<file path="config.mk">
export PLATFORM = sky130hd
export DESIGN_NAME = multiword_add_sub_seq
export DESIGN_NICKNAME = d
export VERILOG_FILES = /design/src/rtl/multiword_add_sub_seq.sv
export SDC_FILE = /design/constraint.sdc
export NUM_CORES = 1
export LEC_CHECK = 0
export ABC_AREA = 1
export ABC_CLOCK_PERIOD_IN_PS = 6350
export CORE_MARGIN = 2
export CORE_UTILIZATION = 30
export CTS_CLUSTER_DIAMETER = 40
export CTS_CLUSTER_SIZE = 25
export DETAILED_ROUTE_END_ITERATION = 10
export PLACE_DENSITY = 0.57
export SYNTH_ARGS = -nofsm -noshare
export SYNTH_HDL_FRONTEND = slang
export SYNTH_SLANG_ARGS = --single-unit
</file>
<file path="constraint.sdc">
create_clock -name clk -period 6.35 [get_ports clk]
set_clock_uncertainty 0.1 [all_clocks]
set_input_delay 1.27 -clock clk [delete_from_list [all_inputs] [get_ports clk]]
set_output_delay 1.27 -clock clk [all_outputs]
set_load 0.005 [all_outputs]
</file>
<file path="src/rtl/multiword_add_sub_seq.sv">
// Multi-word add/sub: one M-bit slice sequenced over K chunks, LSB chunk first, carry chained via register.
// Latency: accept at edge t0, out_valid after edge t0+K; one operation in flight.
// Backpressure: in_ready only in IDLE; result held in DONE until out_ready. Optional `zero` port: MWADD_ZERO_FLAG_EN.

module multiword_add_sub_slice #(
  parameter int M = 8
) (
  input  logic [M-1:0] a,
  input  logic [M-1:0] b,
  input  logic         sub,
  input  logic         cin,
  output logic [M-1:0] sum,
  output logic         cout,
  output logic         v
);
  logic [M-1:0] bx;
  logic [M-1:0] low;

  assign bx = b ^ {M{sub}};
  assign {cout, sum} = {1'b0, a} + {1'b0, bx} + {{M{1'b0}}, cin};
  // low[M-1] is the carry into the MSB; overflow is its disagreement with carry out
  assign low = {1'b0, a[M-2:0]} + {1'b0, bx[M-2:0]} + {{(M-1){1'b0}}, cin};
  assign v   = low[M-1] ^ cout;
endmodule

module multiword_add_sub_seq #(
  parameter int M = 8,
  parameter int K = 4
) (
  input  logic           clk,
  input  logic           rst_n,
  input  logic           in_valid,
  output logic           in_ready,
  input  logic           sub,
  input  logic           cin,
  input  logic [M*K-1:0] a,
  input  logic [M*K-1:0] b,
  output logic           out_valid,
  input  logic           out_ready,
  output logic [M*K-1:0] result,
  output logic           cout,
  output logic           v,
  output logic           busy
`ifdef MWADD_ZERO_FLAG_EN
  ,
  output logic           zero
`endif
);
  localparam int W  = M * K;
  localparam int IW = (K > 1) ? $clog2(K) : 1;

  typedef enum logic [1:0] {IDLE, RUN, DONE} state_t;

  state_t        state, state_nxt;
  logic [W-1:0]  a_q, b_q;
  logic          carry_q;
  logic [IW-1:0] idx;
  logic          accept, last;
  logic [M-1:0]  s_a, s_b, s_sum;
  logic          s_cout, s_v;

  assign accept = in_valid & in_ready;
  assign last   = (idx == IW'(K - 1));
  assign s_a    = a_q[idx*M +: M];
  assign s_b    = b_q[idx*M +: M];

  // Subtract inversion already lives in b_q, so the slice only ever adds
  multiword_add_sub_slice #(.M(M)) u_slice (
    .a    (s_a),
    .b    (s_b),
    .sub  (1'b0),
    .cin  (carry_q),
    .sum  (s_sum),
    .cout (s_cout),
    .v    (s_v)
  );

  always_ff @(posedge clk or negedge rst_n) begin
    if (!rst_n) state <= IDLE;
    else        state <= state_nxt;
  end

  always_comb begin
    state_nxt = state;
    case (state)
      IDLE:    if (accept)    state_nxt = RUN;
      RUN:     if (last)      state_nxt = DONE;
      DONE:    if (out_ready) state_nxt = IDLE;
      default:                state_nxt = IDLE;
    endcase
  end

  always_comb begin
    in_ready  = (state == IDLE);
    out_valid = (state == DONE);
    busy      = (state != IDLE);
  end

  always_ff @(posedge clk or negedge rst_n) begin
    if (!rst_n) begin
      a_q     <= '0;
      b_q     <= '0;
      carry_q <= 1'b0;
      idx     <= '0;
      result  <= '0;
      cout    <= 1'b0;
      v       <= 1'b0;
    end else if (accept) begin
      a_q     <= a;
      b_q     <= sub ? ~b : b;
      carry_q <= sub | cin;
      idx     <= '0;
    end else if (state == RUN) begin
      result[idx*M +: M] <= s_sum;
      carry_q            <= s_cout;
      idx                <= idx + 1'b1;
      if (last) begin
        cout <= s_cout;
        v    <= s_v;
      end
    end
  end

`ifdef MWADD_ZERO_FLAG_EN
  logic zero_q;

  always_ff @(posedge clk or negedge rst_n) begin
    if (!rst_n)             zero_q <= 1'b0;
    else if (accept)        zero_q <= 1'b1;
    else if (state == RUN)  zero_q <= zero_q & (s_sum == '0);
  end

  assign zero = zero_q;
`endif

endmodule

</file>
==> results.py <==
metrics = {
    "critical_path": {
        "cp-start-kind": "register",
        "cp_data_arrival_time_ns": 3.69,
        "critical_path.startpoint": "idx[0]",
        "crit_required_ns": 6.49,
        "worst_path_max_delay_cell": "clkinv_1",
        "r2r_cells": 13,
        "cp.depth": 13,
        "path_buf_inv": 1,
        "cp-end-kind": "register",
        "cp_max_fo": 38,
        "r2r_slack_ns": 2.80,
        "crit_path_max_incr_delay_ns": 0.77,
        "r2r_end": "v",
        "crit_chain": "clkinv_1 > o21ai_0 > o22ai_1 > fa_1 > fa_1 > nand2_1 > nand2_1 > nand3b_1 > nand2_1 > a21boi_2 > nand2_1 > nand2_1 > nand2_1",
        "critPathCapture": "v",
        "reg2reg_from": "idx[0]",
        "crit_top_cell": "nand2_1",
        "path_delay_family": "adder cells",
        "path_class": "reg -> reg",
    },
    "clocking": {
        "cts_tree": "done",
        "clk_path_buf_depth": 2,
        "htree_levels": 3,
        "cts_root_buffer": "clkbuf_16",
        "postCtsHoldBufs": 0,
        "cts_resized": 0,
        "clk_pin_slew_ns": 0.07,
        "worstSkewPairLatency_ns": 0.35,
        "cts_buffers": 9,
        "post_cts_buffers": 0,
        "cts_sinks": 103,
    },
    "global_route": {
        "grt_pass1_vias": 4273,
        "grt_pass1_wl_mm": 22.0,
        "use_met3_pct": 3.55,
        "grtUsageTotal_pct": 15.4,
        "grt.busiest_layer": "met2",
        "grtUsageMet1_pct": 21.6,
        "met2_usage_pct": 23.8,
        "grt_max_degree": 101,
        "grt-ovfl-total": 0,
        "grt_antenna_before_repair": 0,
    },
    "synth": {
        "syn_area_mm2": 0.00506,
        "synth_cell_type_count": 29,
        "ys_seq_area_share_pct": 50.9,
        "synthMuxAreaShare_pct": 0,
        "synth_seq_cells": 103,
        "synth-compound-area-share_pct": 12.3,
        "async_reset_ff_share_pct": 100,
        "synthAdderAreaFrac_pct": 4.00,
        "synth_cells": 602,
        "synth_top_family_by_area": "simple AND/OR/NAND/NOR gates",
        "synth_simple_gate_area_share_pct": 22.3,
        "ys_warn_count": 0,
        "synth_nets": 687,
        "synth-edff-count": 0,
        "avgSynthCellArea_um2": 8.41,
        "synthFlopType": "dfrtp_1",
        "synth_xor_area_share_pct": 6.06,
    },
    "final_layout": {
        "final_util_pct": 40.0,
        "mostFrequentLayoutCells": "205 x nand2_1, 104 x clkdlybuf4s50_1, 103 x dfrtp_1",
        "drive_gt1_share_pct": 4.59,
        "layout_commonest_cell": "nand2_1",
        "areaGrowthSynthToFinish_pct": 30.4,
        "diodes": 0,
        "nNetsFinal": 778,
        "fill_cells": 1661,
    },
    "place": {
        "gp_congestion": 0.846,
        "dp_hpwl_mm": 9.82,
        "portBuffers": 106,
    },
    "sta": {
        "setup_violations": 0,
        "fin_setup_tns_ns": 0,
        "period_share_pct": 55.9,
        "drv_slew": 0,
        "hold_violations": 0,
        "fin_crit_ns": 3.55,
        "worst_pin_slew_ns": 0.992,
        "slew_headroom_pct": 33.5,
        "timing.fmax_mhz": 282,
        "rsz0062_at_grt": "false",
    },
    "power": {
        "clockPowerShare_pct": 16.2,
        "peakVddDrop_mv": 0.277,
        "pwr-share-comb_pct": 52.8,
        "swShare_pct": 44.2,
        "power_per_cell_area_mw_per_mm2": 547,
        "seqPwrFrac_pct": 31.1,
        "leakage_nw": 3.06,
        "p_int_mw": 2.01,
        "p_sw_mw": 1.60,
    },
    "floorplanning": {
        "row_count": 47,
        "start_util_pct": 30.6,
        "core_area_mm2": 0.0165,
        "die_y_um": 134,
        "ioPinCount": 107,
        "dieArea_mm2": 0.0179,
        "die_w_um": 134,
    },
    "routing": {
        "vias_per_cell": 4.69,
        "drt_pre_antenna_iters": 5,
        "drc": 0,
        "ant_nets": 0,
        "wl_per_cell_um": 14.6,
        "routed_wl_mm": 13.4,
        "drtIter0Drc": 369,
        "num_vias": 4305,
    },
    "flow_run": {
        "drv_cap": 0,
    },
    "worst_hold_path": {
        "min_path_type": "reg -> reg",
    },
    "run_status": {
        "status": "complete, no violations",
    },
}
[state kept, by name, summed over array words and instances (netlist names)]
name and cells:
a_q 32, b_q 32, result 32, idx 2
state 2, carry_q 1, cout 1, v 1
[worst min path at each step]
stage	from	to	slack (ns)	cells after the start
finish	a_q[17]	a_q[17]	0.38	2
global route	a_q[17]	a_q[17]	0.39	2
CTS	a_q[18]	a_q[18]	0.38	2
detailed placement	a_q[18]	a_q[18]	0.36	2
global placement	a_q[19]	a_q[19]	0.36	2
floorplan	a_q[16]	a_q[16]	0.34	2
[logic make-up after synthesis]
logic type | after synthesis
AO/OA/AOI/OAI | 116
XOR/XNOR | 35
adder cells (fa/ha/maj) | 15
buffers and inverters | 55
flip-flops | 103
AND/OR/NAND/NOR | 278
[worst register-to-register path, cell delays in order (launching register included)]
cell      delay, ns
dfrtp_1        0.35
clkinv_1       0.77
o21ai_0        0.46
o22ai_1        0.16
fa_1           0.46
fa_1           0.42
nand2_1        0.09
nand2_1        0.06
nand3b_1       0.10
nand2_1        0.09
a21boi_2       0.20
nand2_1        0.08
nand2_1        0.06
nand2_1        0.04
[routing by layer]
layer  wire [um]  up-vias
met1        6480     2028
met2        6000      132
li1            -     2133
met3         676       12
met5           0        -
met4         204        0
[power by group through the flow]
stage	clock, mW	combinational, mW	sequential, mW
after global routing	0.630	2.14	1.15
after floorplan	0	1.29	1.07
after CTS	0.597	1.91	1.12
after detailed placement	0	1.90	1.13
final	0.584	1.90	1.12
after global placement	0	1.85	1.13
[area by class of cell]
class                      instances  area (um^2)  area share [%]
sequential                       103         2580            39.0
multi-input combinational        444         2260            34.3
timing repair buffer             109         1080            16.3
tap                              220          275            4.17
clock buffer                      11          243            3.68
inverter                          26          100            1.52
clock inverter                     4         70.1            1.06
[per-stage QoR]
stage	hold slack, ns	setup slack [ns]	cell area (um^2)	power [mW]	std cells
CTS	0.378	2.82	6600	3.63	917
detailed placement	0.361	2.78	6290	3.03	902
global route	0.395	2.38	6600	3.92	917
finish	0.378	2.80	6600	3.61	917
global placement	0.359	2.86	6290	2.98	902
floorplan	0.344	3.51	5060	2.36	602
[synth_stat cells (all sizes together), types with 2 or more instances]
| cell type | n | area (um^2) |
|---|---|---|
| nor3 | 2 | 21.3 |
| a21oi | 3 | 15.0 |
| dfrtp | 103 | 2580 |
| nand3 | 15 | 75.1 |
| nand3b | 2 | 15.0 |
| nor2 | 41 | 159 |
| nand2 | 209 | 805 |
| xnor2 | 35 | 307 |
| nand4 | 7 | 43.8 |
| inv | 25 | 96.4 |
| buf | 12 | 58.8 |
| o21ai | 90 | 450 |
| o22ai | 17 | 106 |
| or2 | 2 | 12.5 |
| fa | 2 | 40.0 |
| clkbuf | 17 | 63.8 |
| ha | 13 | 163 |
| o31ai | 3 | 22.5 |
(Power assumes the default switching activity.)
